$ cat src/rtl/uart_pkg.sv
// Shared definitions for the FIFO-to-UART transmitter: state encoding,
// frame constants and the baud counter width helper.
package uart_pkg;

  typedef enum logic [2:0] {
    IDLE  = 3'd0,
    RD    = 3'd1,
    LATCH = 3'd2,
    START = 3'd3,
    DATA  = 3'd4,
    PAR   = 3'd5,
    STOP  = 3'd6
  } uartState_t;

  localparam int DATA_BITS = 8;

  function automatic int baudCntWidth(input int baudDiv);
    return (baudDiv < 2) ? 1 : $clog2(baudDiv);
  endfunction

endpackage

$ cat src/rtl/uart_baud_tick.sv
// Baud-rate divider: counts 0..BAUD_DIV-1, wraps on its own tick and can be
// cleared synchronously whenever the transmitter changes state.
module uart_baud_tick
  import uart_pkg::*;
#(
  parameter  int BAUD_DIV = 434,
  localparam int CW       = baudCntWidth(BAUD_DIV)
) (
  input  logic          clk,
  input  logic          reset_n,
  input  logic          i_clear,
  output logic          o_tick,
  output logic [CW-1:0] o_count
);

  logic [CW-1:0] r_count;
  logic          w_tick;

  assign w_tick  = (r_count == CW'(BAUD_DIV - 1));
  assign o_tick  = w_tick;
  assign o_count = r_count;

  always_ff @(posedge clk or negedge reset_n) begin
    if (!reset_n) begin
      r_count <= '0;
    end else if (i_clear || w_tick) begin
      r_count <= '0;
    end else begin
      r_count <= r_count + CW'(1);
    end
  end

endmodule

$ cat src/rtl/fifo_uart_tx.sv
// Pops bytes from the sample FIFO and sends them as 8N1 UART frames, LSB first.
// Defining UART_PARITY_EN inserts an even-parity bit, giving 8E1 frames.
module fifo_uart_tx
  import uart_pkg::*;
#(
  parameter int CLK_FREQ = 50_000_000,
  parameter int BAUD     = 115200,
  parameter int BAUD_DIV = CLK_FREQ / BAUD
) (
  input  logic       clk,
  input  logic       reset_n,
  input  logic       empty,
  input  logic [7:0] q,
  output logic       rdreq,
  output logic       tx,
  output logic       busy,
  output logic       byte_done
);

  localparam int CW = baudCntWidth(BAUD_DIV);
  localparam int BW = $clog2(DATA_BITS);

  if (BAUD_DIV < 2) begin : g_badBaudDiv
    $error("fifo_uart_tx: BAUD_DIV must be at least 2");
  end

  uartState_t           r_state;
  uartState_t           w_nextState;
  logic                 r_emptyS;
  logic [DATA_BITS-1:0] r_shift;
  logic [DATA_BITS-1:0] w_shiftNext;
  logic [BW-1:0]        r_bitCnt;
  logic [BW-1:0]        w_bitCntNext;
  logic                 r_tx;
  logic                 r_rdreq;
  logic                 r_busy;
  logic                 r_byteDone;
  logic                 w_txNext;
  logic                 w_tick;
  logic                 w_clear;
  logic [CW-1:0]        w_baudCnt;
`ifdef UART_PARITY_EN
  logic                 r_parity;
`endif

  assign w_clear = (w_nextState != r_state);

  uart_baud_tick #(.BAUD_DIV(BAUD_DIV)) u_baudTick (
    .clk     (clk),
    .reset_n (reset_n),
    .i_clear (w_clear),
    .o_tick  (w_tick),
    .o_count (w_baudCnt)
  );

  always_comb begin
    w_nextState  = r_state;
    w_shiftNext  = r_shift;
    w_bitCntNext = r_bitCnt;
    w_txNext     = 1'b1;
    case (r_state)
      IDLE:  if (!r_emptyS) w_nextState = RD;
      RD:    w_nextState = LATCH;
      LATCH: begin
        w_shiftNext = q;
        w_nextState = START;
      end
      START: if (w_tick) w_nextState = DATA;
      DATA: begin
        if (w_tick) begin
          w_shiftNext = r_shift >> 1;
          if (r_bitCnt == BW'(DATA_BITS - 1)) begin
            w_bitCntNext = '0;
`ifdef UART_PARITY_EN
            w_nextState  = PAR;
`else
            w_nextState  = STOP;
`endif
          end else begin
            w_bitCntNext = r_bitCnt + BW'(1);
          end
        end
      end
`ifdef UART_PARITY_EN
      PAR:   if (w_tick) w_nextState = STOP;
`endif
      STOP:  if (w_tick) w_nextState = IDLE;
      default: w_nextState = IDLE;
    endcase

    // Line level is decided from the state being entered so tx stays registered.
    case (w_nextState)
      START: w_txNext = 1'b0;
      DATA:  w_txNext = w_shiftNext[0];
`ifdef UART_PARITY_EN
      PAR:   w_txNext = r_parity;
`endif
      default: w_txNext = 1'b1;
    endcase
  end

  // empty is sampled one edge early, which gives q time to settle before LATCH.
  always_ff @(posedge clk or negedge reset_n) begin
    if (!reset_n) begin
      r_state    <= IDLE;
      r_emptyS   <= 1'b1;
      r_shift    <= '0;
      r_bitCnt   <= '0;
      r_tx       <= 1'b1;
      r_rdreq    <= 1'b0;
      r_busy     <= 1'b0;
      r_byteDone <= 1'b0;
    end else begin
      r_state    <= w_nextState;
      r_emptyS   <= empty;
      r_shift    <= w_shiftNext;
      r_bitCnt   <= w_bitCntNext;
      r_tx       <= w_txNext;
      r_rdreq    <= (w_nextState == RD);
      r_busy     <= (w_nextState != IDLE);
      r_byteDone <= (r_state == STOP) && (w_baudCnt == CW'(BAUD_DIV - 2));
    end
  end

`ifdef UART_PARITY_EN
  always_ff @(posedge clk or negedge reset_n) begin
    if (!reset_n) begin
      r_parity <= 1'b0;
    end else if (r_state == LATCH) begin
      r_parity <= ^q;
    end
  end
`endif

  assign rdreq     = r_rdreq;
  assign tx        = r_tx;
  assign busy      = r_busy;
  assign byte_done = r_byteDone;

endmodule

$ cat config.mk
export PLATFORM = sky130hd
export DESIGN_NAME = fifo_uart_tx
export DESIGN_NICKNAME = d
export VERILOG_FILES = /design/src/rtl/uart_pkg.sv /design/src/rtl/uart_baud_tick.sv /design/src/rtl/fifo_uart_tx.sv
export SDC_FILE = /design/constraint.sdc
export NUM_CORES = 1
export LEC_CHECK = 0
export CAP_MARGIN = 20
export CORE_MARGIN = 1.5
export CORE_UTILIZATION = 40
export CTS_CLUSTER_DIAMETER = 80
export DETAILED_ROUTE_END_ITERATION = 12
export GPL_ROUTABILITY_DRIVEN = 0
export PLACE_DENSITY = 0.71
export SLEW_MARGIN = 10
export SYNTH_ARGS = -nofsm -noshare
export SYNTH_HDL_FRONTEND = slang
export SYNTH_SLANG_ARGS = --single-unit
export TNS_END_PERCENT = 30
$ cat constraint.sdc
create_clock -name clk -period 2.2 [get_ports clk]
set_input_delay 0.66 -clock clk [delete_from_list [all_inputs] [get_ports clk]]
set_output_delay 0.66 -clock clk [all_outputs]
set_load 0.1 [all_outputs]
==> flow_summary_export.csv <==
group,metric,value,unit
logic_synthesis,synth_area,0.00138,mm2
floorplanning,die_w,61.7,um
route,met1_length,1.01,mm
pwr,powerDensity,764,mW/mm2
pwr,combPwrFrac,0.178,
cts,clock_sinks,28,
logic_synthesis,syn-num-nets,149,
grt,grt_start_max_net_pins,29,
placement,dp_hpwl,1.79,mm
logic_synthesis,synth_commonest_cells,"dfrtp_1 (26), nand2_1 (17), nor2_1 (16)",
setup_path,reg2reg_setup_slack,0.16,ns
sta,worstMarginPinSlew,0.385,ns
logic_synthesis,synth_edf_count,0,
sta,hold_viol_final,0,
logic_synthesis,async_flop_share,1.00,
setup_path,path_delay_family,"simple AND/OR/NAND/NOR gates",
layout,syn_to_final_growth,18.8,%
min_path,min_path_type,"reg2reg",
sta,finalMaxSlewViolations,0,
logic_synthesis,syn_area_per_cell,10.4,um2
floorplanning,fp-row-count,21,
floorplanning,core_area,0.00331,mm2
logic_synthesis,syn_inst,133,
pwr,seqPwrFrac,0.551,
grt,grt_usage,0.134,
cts,post_cts_resized,0,
run,cap_violations,0,
setup_path,cp-end-kind,"register",
sta,fin_crit_sh,0.927,
route,num_vias,970,
cts,cts_buffers,3,
pwr,power_leakage,0.761,nW
placement,post-place-cells,192,
grt,grt_pass1_wl,3.79,mm
placement,placed_cell_area,0.00159,mm2
sta,setup_viol,0,
route,top_layer,"met4",
logic_synthesis,yosys_warnings,0,
sta,finalSetupTns,0,ns
route,drt-initial-drc-count,47,
pwr,p_clk_frac,0.271,
cts,h-tree-depth,1,
pwr,netSwitchingFraction,0.286,
setup_path,cp_data_required_time,2.46,ns
setup_path,worst-path-max-fanout,8,
layout,drive_gt1_frac,0.140,
grt,grt_pass1_vias,926,
cts,cts-hold-fix-buffers,0,
sta,fmax,490,MHz
route,drc,0,
placement,io_buffers,14,
floorplanning,dieHeight,61.7,um
setup_path,path_cells,"or4b_4, nor3_4, nor2b_1, a311oi_2, a31oi_1",
route,drt_first_pass_iters,4,
cts,cts_buffer_depth,2,
floorplanning,initial_core_util,0.417,
sta,slew_headroom,0.743,
logic_synthesis,ys_top_cells_by_area,"dfrtp_1 (47%), nand2_1 (4.6%), ha_1 (4.5%)",
route,final_antenna_net_count,0,
logic_synthesis,synth-seq-cells,28,
layout,design_area,0.00164,mm2
cts,cts_tree,"yes",
pwr,p_int,0.000895,W
setup_path,criticalPathCategory,"reg2reg",
cts,post_cts_buffers,0,
route,wl_per_cell,12.0,um
logic_synthesis,synth-main-ff-cell,"dfrtp_1",
status,status,"completed",
route,wl_met2,1.28,mm
pwr,ir_drop,234,uV
floorplanning,die_area,0.00381,mm2
logic_synthesis,ys_seq_area_frac,0.510,
route,wl,2.35,mm
cts,clk_latency,0.33,ns
sta,rsz0062_at_grt,"no",
grt,grt_overflow,0,
pwr,switching_power,0.000358,W
setup_path,critical_path.slowest_cell,"or4b_4",
logic_synthesis,yosysMostFrequentCell,"dfrtp_1",
grt,antenna_found_initial,0,
layout,fin_nets,167,
logic_synthesis,netlist.area_leader.share,0.471,
layout,final_core_util,0.495,
setup_path,max_stage_delay,0.60,ns
route,avgViaCountPerCell,4.95,
cts,clkTransAtPathRegs,0.16,ns
sta,post-route-min-period,2.04,ns
logic_synthesis,ys_types,36,
setup_path,cp_num_buf_inv,0,
layout,instances_no_fill,196,
layout,antennaDiodeCount,0,
route,wl_met3,43,um
setup_path,crit_arrival,2.30,ns
cts,cts_root_buf,"clkbuf_4",
sta,finClkSkew,0.00849,ns
logic_synthesis,synth_top_cell_by_area,"dfrtp_1",
floorplanning,io_pins,15,
setup_path,cp-start-kind,"register",
-- final cells by class --
class,count,area [um2]
Sequential cell,28,703
Timing Repair Buffer,19,180
Tap cell,46,57.6
Clock buffer,3,22.5
Multi-Input combinational cell,92,619
Clock inverter,1,30.0
Fill cell,314,1670
Inverter,7,26.3
-- stage by stage --
| step | total power [W] | worst slack, ns | hold WS (ns) |
|---|---|---|---|
| 2_1_floorplan | 0.000848 | 0.252 | 0.364 |
| 3_3_place_gp | 0.000912 | 0.228 | 0.463 |
| 3_5_place_dp | 0.000925 | 0.164 | 0.472 |
| 4_1_cts | 0.00126 | 0.152 | 0.506 |
| 5_1_grt | 0.00132 | 0.0465 | 0.537 |
| 6_report | 0.00125 | 0.160 | 0.503 |
-- final timing paths --
path	start	to	cells after the start
max in group asynchronous	reset_n	r_emptyS$_DFF_PN1_	2
worst max-delay path	u_baudTick.o_count[3]$_DFF_PN0_	tx$_DFF_PN1_	5
min in group asynchronous	reset_n	r_state[1]$_DFF_PN0_	2
worst max register to register	u_baudTick.o_count[3]$_DFF_PN0_	tx$_DFF_PN1_	5
worst min-delay path	r_shift[5]$_DFFE_PN0P_	r_shift[5]$_DFFE_PN0P_	2
worst min register to register	r_shift[5]$_DFFE_PN0P_	r_shift[5]$_DFFE_PN0P_	2
-- per-layer routing --
layer | vias to the layer above | track usage
li1 | 488 | -
met1 | 471 | 0.156
met2 | 9 | 0.251
met3 | 2 | 0.0186
met4 | 0 | 0.0456
met5 | - | 0
-- power groups by stage --
stage / sequential [W] / combinational, W / clock [W]
6_report: 0.000690 / 0.000223 / 0.000340
5_1_grt: 0.000701 / 0.000258 / 0.000357
4_1_cts: 0.000689 / 0.000227 / 0.000344
3_5_place_dp: 0.000698 / 0.000227 / 0
3_3_place_gp: 0.000694 / 0.000218 / 0
2_1_floorplan: 0.000678 / 0.000171 / 0
-- layout by cell type (no fill, tap or decap), types with 2 or more instances in the layout --
cell type,n
nand2_1,17
a21oi_1,4
xnor2_1,5
ha_1,5
buf_4,8
clkbuf_4,3
clkdlybuf4s50_1,10
inv_1,7
mux2_1,3
nor3b_1,3
nor2_1,16
nand3_1,5
dfrtp_1,26
nor2b_1,2
nor4_1,2
nand2b_1,5
dfstp_2,2
xor2_1,2
a22oi_1,6
-- sequential cells by signal (all words and copies together), names as in the netlist --
| name | count |
|---|---|
| u_baudTick.o_count | 9 |
| r_bitCnt | 3 |
| r_state | 3 |
| rdreq | 1 |
| busy | 1 |
| r_emptyS | 1 |
| r_shift | 8 |
| byte_done | 1 |
| tx | 1 |
-- worst min-delay path, cell delays in order, from the launching register on --
cell,delay (ns)
dfrtp_1,0.38
nand2_1,0.05
nand2_1,0.06
-- cells by family (layout without fill, tap and decap cells) --
kind of cell / count (synthesis) / after routing / synth area share
simple gates: 58 / 58 / 0.230
flops: 28 / 28 / 0.510
compound gates: 18 / 18 / 0.0970
buf+inv: 13 / 30 / 0.0417
xor+xnor: 7 / 7 / 0.0444
fa+ha+maj: 6 / 6 / 0.0526
mux: 3 / 3 / 0.0245
(Power assumes the default switching activity.)
